--- src/rtl/seq_restoring_divider.sv ---
// Iterative radix-2 restoring divider: unsigned WIDTH-bit quotient and remainder,
// one quotient bit per clock, valid/ready on both sides.
module seq_restoring_divider #(
    parameter int WIDTH = 32
) (
    input  logic             clk,
    input  logic             rst_n,
    input  logic             in_valid,
    output logic             in_ready,
    input  logic [WIDTH-1:0] dividend,
    input  logic [WIDTH-1:0] divisor,
    output logic             out_valid,
    input  logic             out_ready,
    output logic [WIDTH-1:0] quotient,
    output logic [WIDTH-1:0] remainder,
    output logic             div_by_zero,
    output logic             busy
);
    localparam int CW = $clog2(WIDTH);
    localparam logic [CW-1:0] LAST = CW'(WIDTH - 1);

    typedef enum logic [1:0] {IDLE, CALC, DONE} state_t;

    state_t           state_q, state_d;
    logic [WIDTH:0]   r_q, r_d;
    logic [WIDTH-1:0] q_q, q_d, d_q, d_d;
    logic [WIDTH-1:0] quot_q, quot_d, rem_q, rem_d;
    logic             dbz_q, dbz_d;
    logic [CW-1:0]    cnt_q, cnt_d;

    // One restoring step. The extra top bit of diff is the borrow, so the compare
    // stays exact even when the divisor is all ones.
    logic [WIDTH:0]   r_sh, r_next;
    logic [WIDTH+1:0] diff;
    logic             ge;
    logic [WIDTH-1:0] q_next;

    assign r_sh   = {r_q[WIDTH-1:0], q_q[WIDTH-1]};
    assign diff   = {1'b0, r_sh} - {2'b00, d_q};
    assign ge     = ~diff[WIDTH+1];
    assign r_next = ge ? diff[WIDTH:0] : r_sh;
    assign q_next = {q_q[WIDTH-2:0], ge};

    always_comb begin
        state_d = state_q;
        r_d     = r_q;
        q_d     = q_q;
        d_d     = d_q;
        quot_d  = quot_q;
        rem_d   = rem_q;
        dbz_d   = dbz_q;
        cnt_d   = cnt_q;
        case (state_q)
            IDLE: begin
                if (in_valid) begin
                    if (divisor == '0) begin
                        quot_d  = '1;
                        rem_d   = dividend;
                        dbz_d   = 1'b1;
                        state_d = DONE;
                    end else begin
                        q_d     = dividend;
                        r_d     = '0;
                        d_d     = divisor;
                        cnt_d   = '0;
                        state_d = CALC;
                    end
                end
            end
            CALC: begin
                r_d   = r_next;
                q_d   = q_next;
                cnt_d = cnt_q + CW'(1);
                if (cnt_q == LAST) begin
                    quot_d  = q_next;
                    rem_d   = r_next[WIDTH-1:0];
                    dbz_d   = 1'b0;
                    state_d = DONE;
                end
            end
            DONE: begin
                if (out_ready) state_d = IDLE;
            end
            default: state_d = IDLE;
        endcase
    end

    always_ff @(posedge clk or negedge rst_n) begin
        if (!rst_n) begin
            state_q <= IDLE;
            r_q     <= '0;
            q_q     <= '0;
            d_q     <= '0;
            quot_q  <= '0;
            rem_q   <= '0;
            dbz_q   <= 1'b0;
            cnt_q   <= '0;
        end else begin
            state_q <= state_d;
            r_q     <= r_d;
            q_q     <= q_d;
            d_q     <= d_d;
            quot_q  <= quot_d;
            rem_q   <= rem_d;
            dbz_q   <= dbz_d;
            cnt_q   <= cnt_d;
        end
    end

    // in_ready is gated by rst_n so it reads 0 while reset is held.
    assign in_ready    = rst_n && (state_q == IDLE);
    assign out_valid   = (state_q == DONE);
    assign busy        = (state_q != IDLE);
    assign quotient    = quot_q;
    assign remainder   = rem_q;
    assign div_by_zero = dbz_q;
endmodule

--- config.mk ---
export PLATFORM = sky130hd
export DESIGN_NAME = seq_restoring_divider
export DESIGN_NICKNAME = d
export VERILOG_FILES = /design/src/rtl/seq_restoring_divider.sv
export SDC_FILE = /design/constraint.sdc
export NUM_CORES = 1
export LEC_CHECK = 0
export ABC_AREA = 0
export CORE_MARGIN = 5
export CORE_UTILIZATION = 25
export DETAILED_ROUTE_END_ITERATION = 10
export PLACE_DENSITY = 0.52
export SYNTH_ARGS = -nofsm -noshare
export SYNTH_HDL_FRONTEND = slang
export SYNTH_SLANG_ARGS = --single-unit
--- constraint.sdc ---
create_clock -name clk -period 4.25 [get_ports clk]
set_clock_uncertainty 0.05 [all_clocks]
set_input_delay 0.85 -clock clk [delete_from_list [all_inputs] [get_ports clk]]
set_output_delay 0.85 -clock clk [all_outputs]
set_load 0.02 [all_outputs]
# Word level (Yosys, flattened, before mapping)
# Cells that the tools add are included.
# classes
n_mux,27
addsub,2
eq_ne,8
reduce_logical,9
bitwise_logic,2
# op_table
cell,n
2-to-1 mux 32 bit,11
one-hot mux 32 bit (2 select lines),4
subtractor 33 x 32 -> 34 bit,1
logical NOT 32 bit,1
2-to-1 mux 5 bit,2
one-hot mux 5 bit (2 select lines),1
AND reduction 3 bit,3
2-to-1 mux 2 bit,4
"!= test 2 bit, second input constant",4
one-hot mux 2 bit (3 select lines),1
"adder 5 x 1 -> 5 bit, second input constant",1
"== test 5 bit, second input constant",1
AND reduction 4 bit,1
nonzero test 2 bit,2
2-to-1 mux 1 bit,3
"== test 2 x 1 -> 1 bit, second input constant",1
"== test 2 bit, second input constant",1
logical NOT 2 bit,1
"!= test 2 x 1 -> 1 bit, second input constant",1
inverter 1 bit,2
one-hot mux 1 bit (2 select lines),1
logical AND 1 bit,1
# totals
input_bits,68
word_cells,56
out_inout_bits,68
regBits,168

# Longest topological paths before layout
# logic_depth
depth_word,4
mapped_depth,13
mapped_depth_nobuf,12

# Worst setup path after synthesis
# No wires, ideal clock.
# synth_path
path_type,flip-flop to flip-flop
from,reg q_q[31]
to,reg r_q[30]
setup_slack_ps,1465
required_ps,4074
period_less_slack_ps,2785
arrival_time_ps,2609
stages_incl_launch_ff,13
setup_ps,126
path_buffers,0
path_cell_list,dfrtp_1 > inv_1 > ha_1 > inv_1 > fa_1 > a211oi_1 > o21a_1 > o22ai_1 > a31o_2 > a211o_1 > a31oi_1 > xor2_1 > o21ai_1
# synth_between
elab_chain_cells,3
# synth_rtl
element,line,source
from (decl),26,"logic [WIDTH-1:0] q_q, q_d, d_q, d_d;"
from (signal assigned),101,q_q <= q_d;
subtractor 33 x 32 -> 34 bit,39,"assign diff = {1'b0, r_sh} - {2'b00, d_q};"
2-to-1 mux 32 bit,41,assign r_next = ge ? diff[WIDTH:0] : r_sh;
one-hot mux 32 bit (2 select lines),53,case (state_q)
to (signal assigned),100,r_q <= r_d;
to (decl),25,"logic [WIDTH:0] r_q, r_d;"
# Every way passes these cells.
# A chain may end at the register's enable or synchronous reset.

# Final worst setup path
# layout_path
from,reg q_q[31]
to,reg rem_q[26] (netlist: remainder[26])
# layout_between
elab_chain_cells,4
# layout_rtl
element,line,source
subtractor 33 x 32 -> 34 bit,39,
2-to-1 mux 32 bit,41,
2-to-1 mux 32 bit,74,if (cnt_q == LAST) begin
one-hot mux 32 bit (2 select lines),53,
to (signal assigned),104,rem_q <= rem_d;
to (decl),27,"logic [WIDTH-1:0] quot_q, quot_d, rem_q, rem_d;"
# Every way passes these cells. The select of a mux whose other input is x is not followed.

==> qor.yml <==
grt_pass1_wl_mm: 45.4
rsz0062_at_grt: "false"
reg2reg_depth: 12
synth_warnings: 0
required_ns: 4.49
ctsResizeCount: 0
die_w_um: 201
combPwrFrac_pct: 58.4
worstSkewPairLatency_ns: 0.43
setup_violations: 0
synthFlopType: "dfrtp_1"
setup_tns_ns: 0
syn_area_sq_um: 9080
r2r_end: "remainder[26]$_DFFE_PN0P_"
synth.avg_cell_area_sq_um: 8.97
max_freq_mhz: 291
p_sw_share_pct: 46.4
finalNonFillerCells: 1596
die_h_um: 201
dpl.cell_count: 1566
drt_first_iter_violations: 475
path_max_fanout: 4
r2r-start: "q_q[31]$_DFFE_PN0P_"
slew_viol_final: 0
ys_ff_latch: 168
gp_congestion: 0.864
worst_slew_pin_slew_ns: 0.979
min_period_ns: 3.43
synth_common_cells: "dfrtp_1 (168), nand2_1 (133), nor2_1 (132)"
crit_type: "reg2reg"
seqPwrFrac_pct: 27.0
clk_pin_slew_worst_paths_ns: 0.07
grt_max_degree: 136
outcome: "finished clean"
antenna_cells: 0
nFillCells: 3765
antenna_found_initial: 3
maxCapViolCount: 0
synth_cells: 1012
cp.arrival_ns: 3.68
rrSetupSlack_ns: 0.82
hold_class: "in2async"
grt_pass1_vias: 7861
yosysTopAreaCellShare_pct: 46.3
finalInstanceArea_sq_um: 11500
yosysTopAreaCell: "dfrtp_1"
cp-start-kind: "flop"
rows: 69
hpwl_mm: 21.8
ctsHoldBuffers: 0
viasPerCell: 4.94
post-cts-setup-buffers: 0
slew_headroom_pct: 34.5
synthTopCellsByArea: "dfrtp_1 (46%), nand2_1 (5.5%), nor2_1 (5.5%), ha_1 (4.7%), mux2_2 (4.1%)"
syn_nets: 1115
dieArea_sq_um: 40200
nets: 1227
async_flop_share_pct: 100
start_util_pct: 25.4
layout-drive-gt1-share_pct: 7.84
htree_levels: 4
postRouteAntennaNets: 0
pwr-share-clk_pct: 14.6
cts_root_buf: "clkbuf_16"
dpl_cell_area_sq_um: 10900
synth-edff-count: 0
seq_area_frac_synth_pct: 46.3
power_leakage_uw: 0.00479
routed_wl_mm: 28.5
end_kind: "flop"
synthToLayoutAreaGrowth_pct: 26.8
timing.final.crit_share_pct: 80.8
grt.total_usage_pct: 13.9
drt-pass1-iter-count: 4
cts_tree: "built"
clk_path_buf_depth: 2
ir_worst_vdd_uv: 430
synth.distinct_cells: 64
num_io_pins: 136
io_buffers: 135
p_per_area_nw_per_um2: 929
synth.most_common_cell: "dfrtp_1"
hold_viol: 0
cts-buffers-inserted: 17
switchingPower_uw: 4960
gr-total-overflow: 0
vias: 7881
cts.sinks: 168
wire_per_inst_um: 17.8
p_int_uw: 5730
drcViolationCount: 0
core-area_sq_um: 35700
worst max-delay path, cell delays in order, from the launching register on:
cell      delay (ns)
dfrtp_1         0.43
inv_1           0.13
ha_1            0.18
inv_1           0.05
fa_1            0.42
a211oi_1        0.39
o21a_1          0.24
o22ai_1         0.16
a31o_2          0.34
a211o_1         0.30
a21oi_1         0.18
xor2_1          0.32
a21oi_1         0.11
how the worst max path moves through the flow:
stage,to,cells past startpoint,startpoint
2_1_floorplan,r_q[30]$_DFFE_PN0P_,12,q_q[31]$_DFFE_PN0P_
3_3_place_gp,remainder[0]$_DFFE_PN0P_,10,divisor[1]
3_5_place_dp,remainder[0]$_DFFE_PN0P_,10,divisor[1]
4_1_cts,r_q[28]$_DFFE_PN0P_,12,q_q[31]$_DFFE_PN0P_
5_1_grt,remainder[26]$_DFFE_PN0P_,12,q_q[31]$_DFFE_PN0P_
6_report,remainder[26]$_DFFE_PN0P_,12,q_q[31]$_DFFE_PN0P_
routing by layer:
layer | part of all wire (%) | up-vias | routed length (um) | GRT usage [%]
li1 | - | 3826 | - | -
met1 | 49 | 3819 | 14000 | 20.1
met2 | 44 | 200 | 12500 | 21.1
met3 | 4.8 | 30 | 1360 | 3.38
met4 | 1.6 | 6 | 468 | 3.34
met5 | 0.12 | - | 34 | 0
flip-flops by register name, indices dropped and copies added (netlist names):
signal / flops
cnt_q: 5
d_q: 32
div_by_zero: 1
q_q: 32
quotient: 32
r_q: 32
remainder: 32
state_q: 2
metrics by stage:
stage               hold WS, ns  utilization (%)  setup slack, ns  power [uW]
detailed placement        0.442             30.6            0.503        9160
global placement          0.439             30.6            0.506        9070
floorplan                 0.416                -             1.47        7270
global route              0.275             32.2            0.547       11600
finish                    0.261             32.2            0.816       10700
CTS                       0.257             32.2            0.760       10800
layout make-up:
| class | instances | area [sq um] | share of cell area (%) |
|---|---|---|---|
| clock buffers | 17 | 425 | 3.70 |
| clock inverters | 13 | 148 | 1.28 |
| inverters | 47 | 176 | 1.53 |
| multi-input cells | 743 | 4500 | 39.1 |
| flip-flops and latches | 168 | 4200 | 36.5 |
| well taps | 461 | 577 | 5.01 |
| repair buffers | 147 | 1480 | 12.9 |
cell usage in the layout, fill, tap and decap left out, types with 4 or more instances in the layout:
master / count
a211oi_1: 5
xnor2_1: 12
o22ai_1: 11
a41oi_1: 12
a32oi_1: 4
nand3_1: 39
o31ai_1: 6
nand2_1: 131
a21oi_1: 56
a21o_1: 11
a31oi_1: 36
buf_4: 9
clkbuf_16: 17
o21ai_1: 7
mux2i_1: 14
nor2b_1: 4
and3_1: 6
a211o_1: 4
o21ai_0: 49
nor2_1: 131
mux2_2: 33
xor2_1: 13
dfrtp_1: 168
o21a_1: 10
nor4_1: 13
ha_1: 34
nand4_1: 8
clkdlybuf4s50_1: 134
o21bai_1: 4
nor3_1: 36
inv_1: 47
or3_1: 7
cell families after synthesis:
group           after synthesis  synth area share [%]
compound gates              249                  17.7
xor+xnor                     25                  2.41
mux                          47                  5.64
buf+inv                     101                  4.56
flops                       168                  46.3
fa+ha+maj                    35                  4.91
simple gates                387                  18.5
power by group through the flow:
stage	Clock, uW	Sequential [uW]	Combinational (uW)
after floorplan	0	2920	4350
after global placement	0	2910	6170
after detailed placement	0	2920	6240
after CTS	1590	2900	6260
after global routing	1660	2980	6950
final	1560	2890	6240
No activity file was read; power rests on OpenSTA's default activity.
